<file path="config.mk">
export PLATFORM = sky130hd
export DESIGN_NAME = usb2_ep4_ts_reader
export DESIGN_NICKNAME = d
export VERILOG_FILES = /design/src/rtl/usb2_ep4_ts_reader.sv
export SDC_FILE = /design/constraint.sdc
export NUM_CORES = 1
export LEC_CHECK = 0
export ABC_AREA = 0
export ABC_CLOCK_PERIOD_IN_PS = 9730
export CAP_MARGIN = 10
export CORE_ASPECT_RATIO = 1.1
export CORE_UTILIZATION = 40
export CTS_BUF_LIST = sky130_fd_sc_hd__clkbuf_16
export DETAILED_ROUTE_END_ITERATION = 7
export PLACE_DENSITY_LB_ADDON = 0.3
export SYNTH_ARGS = -nofsm -noshare
export SYNTH_HDL_FRONTEND = slang
export SYNTH_SLANG_ARGS = --single-unit
</file>
<file path="constraint.sdc">
create_clock -name phy_clk -period 9.73 [get_ports phy_clk]
set_clock_uncertainty 0.2 [all_clocks]
set_input_delay 2.919 -clock phy_clk [delete_from_list [all_inputs] [get_ports phy_clk]]
set_output_delay 2.919 -clock phy_clk [all_outputs]
set_load 0.005 [all_outputs]
</file>
<file path="src/rtl/usb2_ep4_ts_reader.sv">
// rtl/usb2_ep4_ts_reader.sv - EP4 bulk OUT buffer reader with TS sync framer and output skid FIFO
module usb2_ep4_ts_reader #(
    parameter int RD_LAT     = 2,
    parameter int FIFO_DEPTH = 4,
    parameter int TS_LEN     = 188
) (
    input  logic        phy_clk,
    input  logic        reset,
    input  logic        enable,
    output logic [8:0]  buf_out_addr,
    input  logic [7:0]  buf_out_q,
    input  logic [9:0]  buf_out_len,
    input  logic        buf_out_hasdata,
    output logic        buf_out_arm,
    input  logic        buf_out_arm_ack,
    output logic [7:0]  ts_data,
    output logic        ts_valid,
    output logic        ts_sop,
    input  logic        ts_ready,
    output logic        locked,
    output logic [15:0] pkt_cnt,
    output logic [15:0] sync_loss_cnt
);
    localparam int CW = $clog2(FIFO_DEPTH + 1);
    localparam int PW = (FIFO_DEPTH > 1) ? $clog2(FIFO_DEPTH) : 1;
    localparam int OW = $clog2(TS_LEN);

    localparam logic [2:0] S_IDLE     = 3'd0;
    localparam logic [2:0] S_READ     = 3'd1;
    localparam logic [2:0] S_DRAIN    = 3'd2;
    localparam logic [2:0] S_ARM      = 3'd3;
    localparam logic [2:0] S_ARM_WAIT = 3'd4;

    logic [2:0]        st_q, st_d;
    logic [9:0]        len_q, len_d;
    logic [9:0]        rd_ptr_q, rd_ptr_d;
    logic [8:0]        addr_q, addr_d;
    logic              idle_entry_q, idle_entry_d;
    logic [RD_LAT-1:0] vld_sr_q, vld_sr_d;
    logic              lock_q, lock_d;
    logic [OW-1:0]     ofs_q, ofs_d;
    logic [15:0]       pkt_cnt_q, pkt_cnt_d;
    logic [15:0]       loss_q, loss_d;
    logic [CW-1:0]     fifo_cnt_q, fifo_cnt_d;
    logic [PW-1:0]     fifo_wp_q, fifo_wp_d;
    logic [PW-1:0]     fifo_rp_q, fifo_rp_d;
    logic [8:0]        fifo_mem [FIFO_DEPTH];

    logic [CW-1:0] inflight;
    logic [CW:0]   credit_used;
    logic          issue, ret, is_sync, push, push_sop, pop;
    logic [8:0]    head;

    // Every outstanding read has a reserved FIFO slot, so the FIFO cannot overflow.
    always_comb begin
        inflight = '0;
        for (int i = 0; i < RD_LAT; i++) inflight = inflight + CW'(vld_sr_q[i]);
        credit_used = {1'b0, fifo_cnt_q} + {1'b0, inflight};
        issue       = (st_q == S_READ) && (credit_used < (CW+1)'(FIFO_DEPTH));
        vld_sr_d    = vld_sr_q << 1;
        vld_sr_d[0] = issue;
    end

    always_comb begin
        st_d         = st_q;
        len_d        = len_q;
        rd_ptr_d     = rd_ptr_q;
        addr_d       = addr_q;
        idle_entry_d = 1'b0;
        case (st_q)
            S_IDLE: if (!idle_entry_q && enable && buf_out_hasdata) begin
                len_d    = buf_out_len;
                rd_ptr_d = '0;
                st_d     = (buf_out_len == 10'd0) ? S_ARM : S_READ;
            end
            S_READ: if (issue) begin
                addr_d   = rd_ptr_q[8:0];
                rd_ptr_d = rd_ptr_q + 10'd1;
                if (rd_ptr_q == len_q - 10'd1) st_d = S_DRAIN;
            end
            S_DRAIN:    if (inflight == '0) st_d = S_ARM;
            S_ARM:      if (buf_out_arm_ack) st_d = S_ARM_WAIT;
            S_ARM_WAIT: if (!buf_out_arm_ack) begin
                st_d         = S_IDLE;
                idle_entry_d = 1'b1;
            end
            default:    st_d = S_IDLE;
        endcase
    end

    // Framer acts on the byte returning from the read pipeline this cycle.
    always_comb begin
        ret       = vld_sr_q[RD_LAT-1];
        is_sync   = (buf_out_q == 8'h47);
        lock_d    = lock_q;
        ofs_d     = ofs_q;
        pkt_cnt_d = pkt_cnt_q;
        loss_d    = loss_q;
        push      = 1'b0;
        push_sop  = 1'b0;
        if (ret) begin
            if (!lock_q || ofs_q == '0) begin
                if (is_sync) begin
                    lock_d    = 1'b1;
                    ofs_d     = OW'(1);
                    pkt_cnt_d = pkt_cnt_q + 16'd1;
                    push      = 1'b1;
                    push_sop  = 1'b1;
                end else if (lock_q) begin
                    lock_d = 1'b0;
                    loss_d = loss_q + 16'd1;
                end
            end else begin
                push  = 1'b1;
                ofs_d = (ofs_q == OW'(TS_LEN - 1)) ? '0 : ofs_q + OW'(1);
            end
        end
    end

    always_comb begin
        pop        = (fifo_cnt_q != '0) && ts_ready;
        fifo_cnt_d = fifo_cnt_q;
        fifo_wp_d  = fifo_wp_q;
        fifo_rp_d  = fifo_rp_q;
        if (push && !pop) fifo_cnt_d = fifo_cnt_q + CW'(1);
        if (pop && !push) fifo_cnt_d = fifo_cnt_q - CW'(1);
        if (push) fifo_wp_d = (fifo_wp_q == PW'(FIFO_DEPTH - 1)) ? '0 : fifo_wp_q + PW'(1);
        if (pop)  fifo_rp_d = (fifo_rp_q == PW'(FIFO_DEPTH - 1)) ? '0 : fifo_rp_q + PW'(1);
    end

    always_ff @(posedge phy_clk or posedge reset) begin
        if (reset) begin
            st_q         <= S_IDLE;
            len_q        <= '0;
            rd_ptr_q     <= '0;
            addr_q       <= '0;
            idle_entry_q <= 1'b0;
            vld_sr_q     <= '0;
            lock_q       <= 1'b0;
            ofs_q        <= '0;
            pkt_cnt_q    <= '0;
            loss_q       <= '0;
            fifo_cnt_q   <= '0;
            fifo_wp_q    <= '0;
            fifo_rp_q    <= '0;
        end else begin
            st_q         <= st_d;
            len_q        <= len_d;
            rd_ptr_q     <= rd_ptr_d;
            addr_q       <= addr_d;
            idle_entry_q <= idle_entry_d;
            vld_sr_q     <= vld_sr_d;
            lock_q       <= lock_d;
            ofs_q        <= ofs_d;
            pkt_cnt_q    <= pkt_cnt_d;
            loss_q       <= loss_d;
            fifo_cnt_q   <= fifo_cnt_d;
            fifo_wp_q    <= fifo_wp_d;
            fifo_rp_q    <= fifo_rp_d;
        end
    end

    always_ff @(posedge phy_clk) begin
        if (push) fifo_mem[fifo_wp_q] <= {push_sop, buf_out_q};
    end

    assign head          = fifo_mem[fifo_rp_q];
    assign ts_valid      = (fifo_cnt_q != '0);
    assign ts_data       = ts_valid ? head[7:0] : 8'h00;
    assign ts_sop        = ts_valid & head[8];
    assign buf_out_addr  = issue ? rd_ptr_q[8:0] : addr_q;
    assign buf_out_arm   = (st_q == S_ARM);
    assign locked        = lock_q;
    assign pkt_cnt       = pkt_cnt_q;
    assign sync_loss_cnt = loss_q;
endmodule

</file>
# Word-level counts from Yosys, hierarchy flattened
# Memories as Yosys holds them, arrays and structs flattened.
# Index checks and enable logic that the tools add are counted.
[op_classes]
n_addsub = 11
mul = 0
div_mod_pow = 0
order_cmp = 1
n_eq_ne = 16
shift = 0
n_mux = 29
bitwise = 2
n_reduce_logical = 25
[ops]
columns = ["op", "count"]
rows = [
  ["adder 16 x 1 -> 16 bit (second input constant)", 2],
  ["2-to-1 mux 8 bit", 4],
  ["2-to-1 mux 3 bit", 8],
  ["2-to-1 mux 10 bit", 2],
  ["one-hot mux 10 bit (2 select lines)", 1],
  ["one-hot mux 3 bit (5 select lines)", 1],
  ["adder 10 x 1 -> 10 bit (second input constant)", 1],
  ["equality test 10 bit", 1],
  ["logical NOT 10 bit", 1],
  ["!= test 2 bit (second input constant)", 5],
  ["subtractor 10 x 1 -> 10 bit (second input constant)", 1],
  ["2-to-1 mux 1 bit", 9],
  ["2-to-1 mux 9 bit", 1],
  ["adder 8 x 1 -> 8 bit (second input constant)", 1],
  ["equality test 8 x 7 -> 1 bit (second input constant)", 1],
  ["equality test 8 bit (second input constant)", 1],
  ["logical NOT 8 bit", 1],
  ["equality test 3 x 2 -> 1 bit (second input constant)", 2],
  ["logical AND 1 bit", 6],
  ["logical NOT 3 bit", 2],
  ["2-to-1 mux 2 bit", 3],
  ["AND reduction 2 bit", 3],
  ["AND reduction 3 bit", 2],
  ["AND reduction 6 bit", 1],
  ["17 further kinds", 24],
]
[totals]
reg_bits = 83
latch_bits = 0
mem_bits_rw = 36
rom_bits = 0
input_bits = 24
output_inout_bits = 53
word_cells = 98
mem_count = 1
[mem_list]
columns = ["memory", "words", "width", "read_ports", "rd_ports_with_merged_regs", "wr", "line", "rtl"]
rows = [
  ["fifo_mem", 4, 9, 1, 0, 1, "47", "logic [8:0] fifo_mem [FIFO_DEPTH];"],
]

# Depth between registers and ports, before layout
[depth]
depth_word = 7
mapped_depth = 13
ltp_nobuf = 13

# Worst setup path after synthesis
# Ideal clock, no wire load.
[synth_timing]
path_kind = "register -> output"
from = "register vld_sr_q[1]"
to = "output buf_out_addr[2]"
arrival_ps = 2183
t_required_ps = 6611
setup_slack_ps = 4428
stages_incl_launch_ff = 9
path_buffers = 1
cell_sequence = "dfrtp_1 ha_1 ha_1 a311o_1 or3_1 inv_1 buf_1 nand2_1 nand2_1"
[synth_via]
elab_chain_cells = 5
[synth_lines]
columns = ["item", "line", "rtl"]
rows = [
  ["from (decl)", "39", "logic [RD_LAT-1:0] vld_sr_q, vld_sr_d;"],
  ["from (signal assigned)", "152", "vld_sr_q <= vld_sr_d;"],
  ["adder 1 x 1 -> 2 bit", "57", "for (int i = 0; i < RD_LAT; i++) inflight = inflight + CW'(vld_sr_q[i]);"],
  ["adder 3 x 2 -> 4 bit", "58", "credit_used = {1'b0, fifo_cnt_q} + {1'b0, inflight};"],
  ["< comparator 4 x 3 -> 1 bit", "59", "issue = (st_q == S_READ) && (credit_used < (CW+1)'(FIFO_DEPTH));"],
  ["logical AND 1 bit", "59", ""],
  ["net issue", "51", "logic issue, ret, is_sync, push, push_sop, pop;"],
  ["2-to-1 mux 9 bit", "--", ""],
  ["to (decl)", "10", "output logic [8:0] buf_out_addr,"],
]
# The timed path passes the listed nets, and every way through them passes these cells.

# Worst setup path after layout
[layout_timing]
from = "register vld_sr_q[1]"
to = "output buf_out_addr[4]"
[layout_via]
elab_chain_cells = 5
[layout_lines]
columns = ["item", "line"]
rows = [
  ["adder 1 x 1 -> 2 bit", "57"],
  ["adder 3 x 2 -> 4 bit", "58"],
  ["< comparator 4 x 3 -> 1 bit", "59"],
  ["logical AND 1 bit", "59"],
  ["2-to-1 mux 9 bit", "--"],
]
# Every way passes these cells.

==> summary.md <==
| Metric | Value |
|---|---|
| Fraction of synthesis flops using an asynchronous set or reset pin | 69.7% |
| Standby leakage power | 3.11 nW |
| Count of clock tree sinks | 119 |
| Commonest cells after routing, fill and taps aside | nand2_1, dfrtp_1, clkdlybuf4s50_1 |
| Antenna violation net count after detailed routing | 0 |
| Drt wl/cell | 14.3 um |
| Share of total power consumed by net switching | 32.0% |
| Highest net fanout along the worst path | 15 |
| Routability Congestion | 0.830 |
| Buffer and inverter count on the worst path | 2 |
| Headroom to the max-slew limit | 29.8% |
| Combinational cell fraction of total power | 28.3% |
| Top Ports | 77 |
| Initial antenna violation count | 0 |
| Relative contribution of sequential cells to total power | 37.4% |
| Critical Path, Cell by Cell | ha_1, ha_1, a311o_1, or3_1, inv_1, nand2_1, nand2_1, clkdlybuf4s50_1 |
| Cell family contributing the most delay on the critical path | buffers and inverters |
| Max-Cap Viols | 0 |
| Synthesis-to-layout area growth | 28.7% |
| Number of placed cells counting well taps | 755 |
| Synth Cell Area | 5620 um^2 |
| Arrival @ worst endpoint | 3420 ps |
| Pin count of the biggest net entering global routing | 84 |
| Ranking of synthesized cells by area | dfrtp_1, edfxtp_1, nand2_1 |
| Outcome | completed |
| Area of all sequential standard cells | 3160 um^2 |
| Synthesis-stage register bit count | 119 |
| Transition time at the pin with the least slew margin | 1050 ps |
| Maximum vdd drop | 0.000151 V |
| Top achievable clock speed | 0.153 GHz |
| Pwr dens | 271 nW/um^2 |
| Minimum clock period | 6540 ps |
| First-pass GRT wire length | 19.1 mm |
| Instance area after placement | 6600 um^2 |
| Wire length after detailed routing | 11.3 mm |
| Number of gates resized after CTS | 0 |
| Clock buffer count from CTS | 17 |
| Final Hold Viols | 0 |
| Fillcell total | 1,238 |
| Clock tree root buffer cell | clkbuf_16 |
| Post-CTS repair timing setup buffer count | 0 |
| Stage delay of the slowest cell on the critical path | 560 ps |
| Reported net switching power | 0.629 mW |
| Highest-delay cell along the critical path | or3_1 |
| Global-route total usage across every layer | 17.0% |
| Register clock-pin slew on the reported worst setup and hold paths | 50 ps |
| Part of the Yosys area used for sequential elements | 56.2% |
| Post-route standard cell area excluding fillers | 7240 um^2 |
| Portion of total power attributed to the clock network | 34.4% |
| Fin. max-slew vios | 0 |
| Antenna diode instance count | 0 |
| Yosys warnings | 0 |
| Proportion of netlist area held by the largest area contributor | 36.9% |
| Total congestion overflow after global routing | 0 |
| Via density per instance | 5.04 |
| Area occupied by multi-input gates | 2370 um^2 |
| Die footprint | 14,500 um^2 |
| Nets | 626 |
| Required time of the worst setup path | 6610 ps |
| Post-route DRC violation count | 0 |
| Overall power of the completed layout | 1.96 mW |
| Hold buffers post-CTS | 0 |
| Number of global-route vias before repair | 3,980 |
| RSZ-0062 raised after global routing | false |
| Vertical die dimension | 126 um |
| H-tree depth | 4 |
| Post-route non-filler standard cell count | 787 |
| Number of distinct library cell variants in the gate-level netlist after synthesis | 53 |
| Source-to-sink clock delay at the later pin of the worst-skew pair | 410 ps |
| Detailed-router iteration count before antenna repair | 4 |
| TritonCTS clock tree | done |
| Setup violations, final | 0 |
| Worst hold path type | reg -> reg |
| Initial core utilization | 40.9% |
| Post-synthesis average cell area | 11.2 um^2 |
| Final standard cell utilization of the core | 52.7% |
| Number of flops mapped to enable cells by yosys | 36 |
| Vias post-DR | 3,968 |
| Overall die width | 115 um |
| Area of the core region | 13,700 um^2 |
| Post-Syn Instances | 502 |
| Worst Setup Path Type | reg -> out |
| Type of origin of the critical path | flip-flop |
| Most frequently used flop master after synthesis | dfrtp_1 |
| Sum Neg Setup Slack | 0 ps |
| Most frequent standard cell in the layout excluding fill and tap cells | nand2_1 |
| Starting DRC count in detailed routing | 213 |
| Port Buf Inserts | 76 |
| Synthesized netlist net count | 542 |
| Synth area leader | dfrtp_1 |
| Number of buffers on the longest clock path | 2 |
| Total half-perimeter wirelength after legalization and detailed placement | 7.85 mm |
| Layout cell share with drive strength beyond 1 | 10.0% |
| Std cell rows | 45 |
| Final period util | 67.3% |
| Endpoint type of the worst setup path | primary output |
| Internal Pwr Total | 1.33 mW |
## synth_stat cells, types with 2 or more instances
library cell / count
a21o_1: 3
a21oi_1: 4
a31oi_1: 2
and2_1: 15
and2_2: 2
and3_1: 8
and4_1: 4
buf_1: 2
clkbuf_1: 9
dfrtp_1: 83
edfxtp_1: 36
ha_1: 15
inv_1: 17
mux2_2: 3
mux2i_1: 3
mux4_2: 9
nand2_1: 90
nand2b_1: 7
nand3_1: 26
nand3b_1: 2
nand4_1: 7
nor2_1: 38
nor2b_1: 4
nor3_1: 6
nor4_1: 5
o21ai_0: 18
o31ai_1: 5
or3_1: 4
xnor2_1: 25
xor2_1: 27
## area by class of cell
cell class,count,share of cell area [%]
Multi-Input combinational cell,353,32.7
Clock inverter,15,2.97
Tap cell,188,3.25
Clock buffer,17,5.88
Inverter,18,0.951
Timing Repair Buffer,77,10.6
Sequential cell,119,43.6
## through the flow
step	setup WS [ps]	hold WS, ps
floorplan	4430	180
global placement	3670	197
detailed placement	3600	205
CTS	3160	217
global route	2920	242
finish	3190	208
## metal layers
metal	share of wire [%]	up-vias	global-route usage, %
met5	0	-	0
met4	1.2	0	6.34
met3	4.0	13	4.16
met2	51	95	29.0
met1	44	1941	20.7
li1	-	1919	-
## power by group through the flow
stage | combinational, mW | sequential [mW] | clock (mW)
6_report | 0.555 | 0.734 | 0.675
5_1_grt | 0.629 | 0.752 | 0.712
4_1_cts | 0.563 | 0.735 | 0.687
3_5_place_dp | 0.559 | 0.743 | 0
3_3_place_gp | 0.543 | 0.742 | 0
2_1_floorplan | 0.398 | 0.685 | 0
## logic make-up (layout without fill, tap and decap cells)
group | after synthesis | in the layout | share of synthesized area, %
fa+ha+maj | 16 | 16 | 3.69
mux | 15 | 15 | 4.74
buf+inv | 30 | 127 | 2.02
flops | 119 | 119 | 56.2
compound gates | 42 | 42 | 5.10
simple gates | 227 | 227 | 19.9
xor+xnor | 53 | 53 | 8.39
## registers in the layout, indices dropped and copies added, names as in the netlist
name           cells
fifo_wp_q          2
fifo_mem          36
ofs_q              8
sync_loss_cnt     16
pkt_cnt           16
st_q               3
addr_q             9
idle_entry_q       1
locked             1
fifo_cnt_q         3
fifo_rp_q          2
vld_sr_q           2
len_q             10
rd_ptr_q          10
## path summary, 6_finish.rpt
check / end / depth (start not counted) / start / slack [ps]
max: buf_out_addr[4] / 8 / vld_sr_q[1] / 3190
min: vld_sr_q[1] / 0 / vld_sr_q[0] / 210
max reg2reg: rd_ptr_q[5] / 9 / vld_sr_q[1] / 6440
min reg2reg: vld_sr_q[1] / 0 / vld_sr_q[0] / 210
max in group asynchronous: vld_sr_q[1] / 3 / reset / 5690
min in group asynchronous: pkt_cnt[14] / 3 / reset / 2950
No activity file was read; power rests on OpenSTA's default activity.
